$ cat src/rtl/read_data_collector.sv
// read_data_collector: receive side of the DFI read path.
// Pairs two PHY read-data beats into one word and routes the word by a tag.
// Each tag is queued when the read command is issued. A periodic-read word goes
// to the periodic response port. A host-read word goes to the read-back FIFO.
module read_data_collector #(
    parameter int DQ_WIDTH  = 64,
    parameter int TAG_DEPTH = 16
) (
    input  logic                           clk,
    input  logic                           rst_n,
    input  logic                           rd_issue,
    input  logic                           rd_issue_pr,
    input  logic                           dfi_rddata_valid,
    input  logic [4*DQ_WIDTH-1:0]          dfi_rddata,
    input  logic                           rdback_fifo_full,
    output logic                           rdback_fifo_wr,
    output logic [8*DQ_WIDTH-1:0]          rdback_fifo_data,
    output logic                           pr_rddata_valid,
    output logic [8*DQ_WIDTH-1:0]          pr_rddata,
    output logic [$clog2(TAG_DEPTH):0]     rd_outstanding,
    output logic                           err_overflow,
    output logic                           err_tag_full,
    output logic                           err_orphan
);

    localparam int PTR_W  = $clog2(TAG_DEPTH);
    localparam int CNT_W  = PTR_W + 1;
    localparam int BEAT_W = 4 * DQ_WIDTH;

    typedef enum logic {
        IDLE = 1'b0,
        HALF = 1'b1
    } state_t;

    state_t            state_q;
    logic              tag_q;        // 1 = periodic read, 0 = host read
    logic [BEAT_W-1:0] word_lo_q;

    logic              tag_mem [TAG_DEPTH];
    logic [PTR_W-1:0]  wr_ptr_q;
    logic [PTR_W-1:0]  rd_ptr_q;
    logic [CNT_W-1:0]  count_q;
    logic [CNT_W-1:0]  count_d;

    logic tag_full;
    logic tag_empty;
    logic capture_first;
    logic push;
    logic pop;

    assign tag_full      = (count_q == CNT_W'(TAG_DEPTH));
    assign tag_empty     = (count_q == '0);
    assign capture_first = (state_q == IDLE) && dfi_rddata_valid;
    // A pop looks only at the registered count.
    // A tag pushed in this cycle cannot be popped in the same cycle.
    assign push          = rd_issue && !tag_full;
    assign pop           = capture_first && !tag_empty;
    assign rd_outstanding = count_q;

    // Next count of the tag queue. When a push and a pop happen together, the count does not change.
    always_comb begin
        count_d = count_q;
        if (push && !pop) begin
            count_d = count_q + CNT_W'(1);
        end else if (pop && !push) begin
            count_d = count_q - CNT_W'(1);
        end
    end

    // Tag storage. It has no reset because the pointers define which entries are valid.
    always_ff @(posedge clk) begin
        if (push) begin
            tag_mem[wr_ptr_q] <= rd_issue_pr;
        end
    end

    // Tag queue pointers, tag queue count and the tag-overrun flag
    always_ff @(posedge clk) begin
        if (!rst_n) begin
            wr_ptr_q     <= '0;
            rd_ptr_q     <= '0;
            count_q      <= '0;
            err_tag_full <= 1'b0;
        end else begin
            if (push) begin
                wr_ptr_q <= wr_ptr_q + PTR_W'(1);
            end
            if (pop) begin
                rd_ptr_q <= rd_ptr_q + PTR_W'(1);
            end
            count_q <= count_d;
            if (rd_issue && tag_full) begin
                err_tag_full <= 1'b1;
            end
        end
    end

    // Burst assembly FSM. It also drives the registered output strobes and the output data.
    always_ff @(posedge clk) begin
        if (!rst_n) begin
            state_q          <= IDLE;
            tag_q            <= 1'b0;
            word_lo_q        <= '0;
            rdback_fifo_wr   <= 1'b0;
            rdback_fifo_data <= '0;
            pr_rddata_valid  <= 1'b0;
            pr_rddata        <= '0;
            err_overflow     <= 1'b0;
            err_orphan       <= 1'b0;
        end else begin
            rdback_fifo_wr  <= 1'b0;
            pr_rddata_valid <= 1'b0;
            case (state_q)
                IDLE: begin
                    if (dfi_rddata_valid) begin
                        word_lo_q <= dfi_rddata;
                        // If the queue is empty, treat the data as an orphaned host read.
                        tag_q     <= tag_empty ? 1'b0 : tag_mem[rd_ptr_q];
                        if (tag_empty) begin
                            err_orphan <= 1'b1;
                        end
                        state_q <= HALF;
                    end
                end
                HALF: begin
                    if (dfi_rddata_valid) begin
                        if (tag_q) begin
                            pr_rddata_valid <= 1'b1;
                            pr_rddata       <= {dfi_rddata, word_lo_q};
                        end else if (!rdback_fifo_full) begin
                            rdback_fifo_wr   <= 1'b1;
                            rdback_fifo_data <= {dfi_rddata, word_lo_q};
                        end else begin
                            err_overflow <= 1'b1;
                        end
                        state_q <= IDLE;
                    end
                end
                default: state_q <= IDLE;
            endcase
        end
    end

endmodule

$ cat config.mk
export PLATFORM = sky130hd
export DESIGN_NAME = read_data_collector
export DESIGN_NICKNAME = d
export VERILOG_FILES = /design/src/rtl/read_data_collector.sv
export SDC_FILE = /design/constraint.sdc
export NUM_CORES = 2
export LEC_CHECK = 0
export ABC_AREA = 1
export BUFFER_PORTS_ARGS = -buffer_cell sky130_fd_sc_hd__buf_2
export CAP_MARGIN = 10
export CORE_AREA = 2 2 498 500
export CTS_BUF_LIST = sky130_fd_sc_hd__clkbuf_2
export DETAILED_ROUTE_END_ITERATION = 8
export DIE_AREA = 0 0 500 502
export SLEW_MARGIN = 20
export SYNTH_ARGS = -nofsm -noshare
export SYNTH_HDL_FRONTEND = slang
export SYNTH_SLANG_ARGS = --single-unit
export TNS_END_PERCENT = 5
$ cat constraint.sdc
create_clock -name clk -period 4.9 [get_ports clk]
set_input_delay 0.735 -clock clk [delete_from_list [all_inputs] [get_ports clk]]
set_output_delay 0.735 -clock clk [all_outputs]
set_load 0.03 [all_outputs]
==> results.md <==
* Filler Cells Inserted at 27000
* # hold bufs at CTS at 580
* CTS tree: yes
* DR DRC count at 0
* Synth Cell Area at 45700 µm²
* PD cells at 372 nW/µm²
* Crit Path Category: in -> reg
* Final GP Congestion at 0.898
* Final setup margin at 1.37 ns
* Max Root-Sink Buffers at 4
* Global-route wire length before repair at 320000 µm
* Post-DP HPWL at 161000 µm
* Core Area at 245000 µm²
* Met3 Resource Use GR at 7.17%
* CTS Sinks at 1320
* Clock Latency Late Sink at 1.75 ns
* Share of layout cells above drive strength 1 at 24.6%
* Die ar. at 251000 µm²
* Post-CTS sizing at 0
* Inst Count DP at 9955
* IO buf count at 1295
* Critical Path AT at 5.12 ns
* Layout Utilization at 26.2%
* Sequential-to-total area share from yosys stat at 58.2%
* Yosys reg bits at 1320
* Clk slew on worst S/H paths at 0.10 ns
* WL/cell at 20.4 µm
* Hold slack final at 0.332 ns
* Detailed-route via count at 47300
* Max-slew violations at 0
* Slew HR at 31.2%
* Vias per Instance at 4.24
* Setup TNS at 0 ns
* Clk root buf: clkbuf_2
* Met1 global-route usage at 19.3%
* Vias in the first global route at 45300
* Largest net degree at the start of global routing at 116
* Htree depth at 5
* Synth area leader: dfxtp_1
* RSZ-0062 raised after global routing: no
* Area of placed instances at 55200 µm²
* Post-synth cell types at 26
* Fmax at 283 MHz
* Post-CTS Setup Repair Bufs at 0
* Final hold vios at 0
* Pwr Total at 23.9 mW
* Initial antenna violation count at 17
* Area contributors post-synth: dfxtp_1 (57%), nor2_1 (21%), o21ai_0 (14%)
* Finished Layout Cells at 11200
* M2 GR Usage at 27.1%
* ANT nets after route at 0
* Area Growth Syn to Fin at 40.6%
* Nets at 7963
* CP required at 6.49 ns
* Synth Net Count at 6042
* Core Rows at 182
* Fin area at 64200 µm²
* Period utilisation layout at 72.1%
* Starting Density at 18.6%
* Status: complete, no violations
* Most Crowded Layer GR: met2
* Die Wd at 500 µm
* Clock Skew at 0.261 ns
* Drt total wl at 228000 µm
* # setup viols final at 0
* Static Leak at 28.6 nW
* Nature of the critical path endpoint: flop
* CP startpoint kind: input port
* Synth Instances at 5768
* Yosys warnings at 0
* Post-synth top area share at 57.1%
* Pre-antenna DRT Iters at 6
* Die Ht at 502 µm
* Total grt overflow at 0
* Peak supply drop at 0.000234 V
* Iteration-0 DRC Markers at 3604
* Worst Hold Class: reg -> reg
* Final Critical Period at 3.53 ns
* Crit Path Max Fanout at 85
* Measured slew at the worst slew-check pin at 1.02 ns
* Ports at 1296
* Total CTS buffers at 372
* Total GRT Usage at 17.3%
* DP Worst Slack at 1.57 ns
* Synthesized area per cell at 7.92 µm²
* Maxcap violations at 0
## synthesized netlist by cell type (all sizes together)
library cell,instances
inv,37
nand4,1
nand3b,1
a31oi,1
nor2,2593
buf,200
ha,11
o21ai,1289
xor2,6
a21oi,10
clkbuf,226
nor4,1
edfxtp,16
nor3,1
nand3,18
fa,1
nand2,50
dfxtp,1304
xnor2,2
## layout by cell type (no fill, tap or decap), types with 2 or more instances in the layout
cell type,Yosys,layout
nor2_1,2592,2592
dfxtp_1,1304,1304
buf_2,95,1294
o21ai_0,1289,1289
dlygate4sd3_1,0,579
clkbuf_2,0,514
clkinv_1,0,71
buf_4,92,71
nand2_1,47,47
inv_1,33,33
buf_12,0,27
clkinv_2,0,20
nand3_1,18,18
diode_2,0,17
edfxtp_1,16,16
a21oi_1,10,10
ha_1,11,10
xor2_1,6,6
bufinv_16,0,6
inv_2,3,5
clkinvlp_4,0,4
nand2_8,0,2
inv_8,0,2
xnor2_1,2,2
clkinv_4,0,2
## final timing paths
kind	startpoint	cells after the start	endpoint	slack, ns
max	dfi_rddata_valid	10	word_lo_q[119]$_SDFFE_PN0P_	1.37
min	word_lo_q[202]$_SDFFE_PN0P_	2	pr_rddata[202]$_SDFFE_PN0P_	0.33
max reg2reg	state_q$_SDFF_PN0_	8	word_lo_q[119]$_SDFFE_PN0P_	1.48
min reg2reg	word_lo_q[202]$_SDFFE_PN0P_	2	pr_rddata[202]$_SDFFE_PN0P_	0.33
## registers in the layout (all words and copies together), names as in the netlist, named ones only
name	cells
rdback_fifo_data	512
err_tag_full	1
word_lo_q	256
state_q	1
tag_q	1
pr_rddata_valid	1
rd_outstanding	5
wr_ptr_q	4
rdback_fifo_wr	1
err_overflow	1
rd_ptr_q	4
err_orphan	1
tag_mem	16
pr_rddata	512
## area by class of cell
cell class	count	area, µm²	share of cell area (%)
inverters	37	166	0.259
flip-flops and latches	1320	26600	41.4
well taps	3220	4030	6.27
clock inverters	108	618	0.962
repair buffers	1973	13400	20.8
diodes	17	42.5	0.0662
multi-input cells	3985	16800	26.2
clock buffers	514	2570	4.00
## per-layer routing
layer | part of all wire [%] | vias up
met4 | 7.0 | 2
li1 | - | 22500
met1 | 39 | 22000
met5 | 0.0057 | -
met2 | 44 | 2158
met3 | 10 | 604
## critical path, stage by stage
cell and delay (ns):
dlygate4sd3_1 0.57, buf_2 0.14, dlygate4sd3_1 0.66, ha_4 0.48, clkinv_8 0.38, buf_4 0.55, nor2_1 0.15, dlygate4sd3_1 0.56
nor2_1 0.05, dlygate4sd3_1 0.55
## logic make-up after synthesis
| kind of cell | Yosys count | share of synthesized area [%] |
|---|---|---|
| DFF | 1320 | 58.2 |
| and+or+nand+nor | 2665 | 22.0 |
| AOI/OAI and AO/OA | 1300 | 14.2 |
| buffers and inverters | 463 | 5.04 |
| adders and majority gates | 12 | 0.345 |
| xor gates and xnor gates | 8 | 0.153 |
## power by group
group          internal (mW)  leakage, nW  switching [mW]
clock network           3.14         2.44            5.00
logic                   1.27         15.4            2.74
registers               11.4         10.8           0.405
total                   15.8         28.6            8.14
No activity file was read; power rests on OpenSTA's default activity.
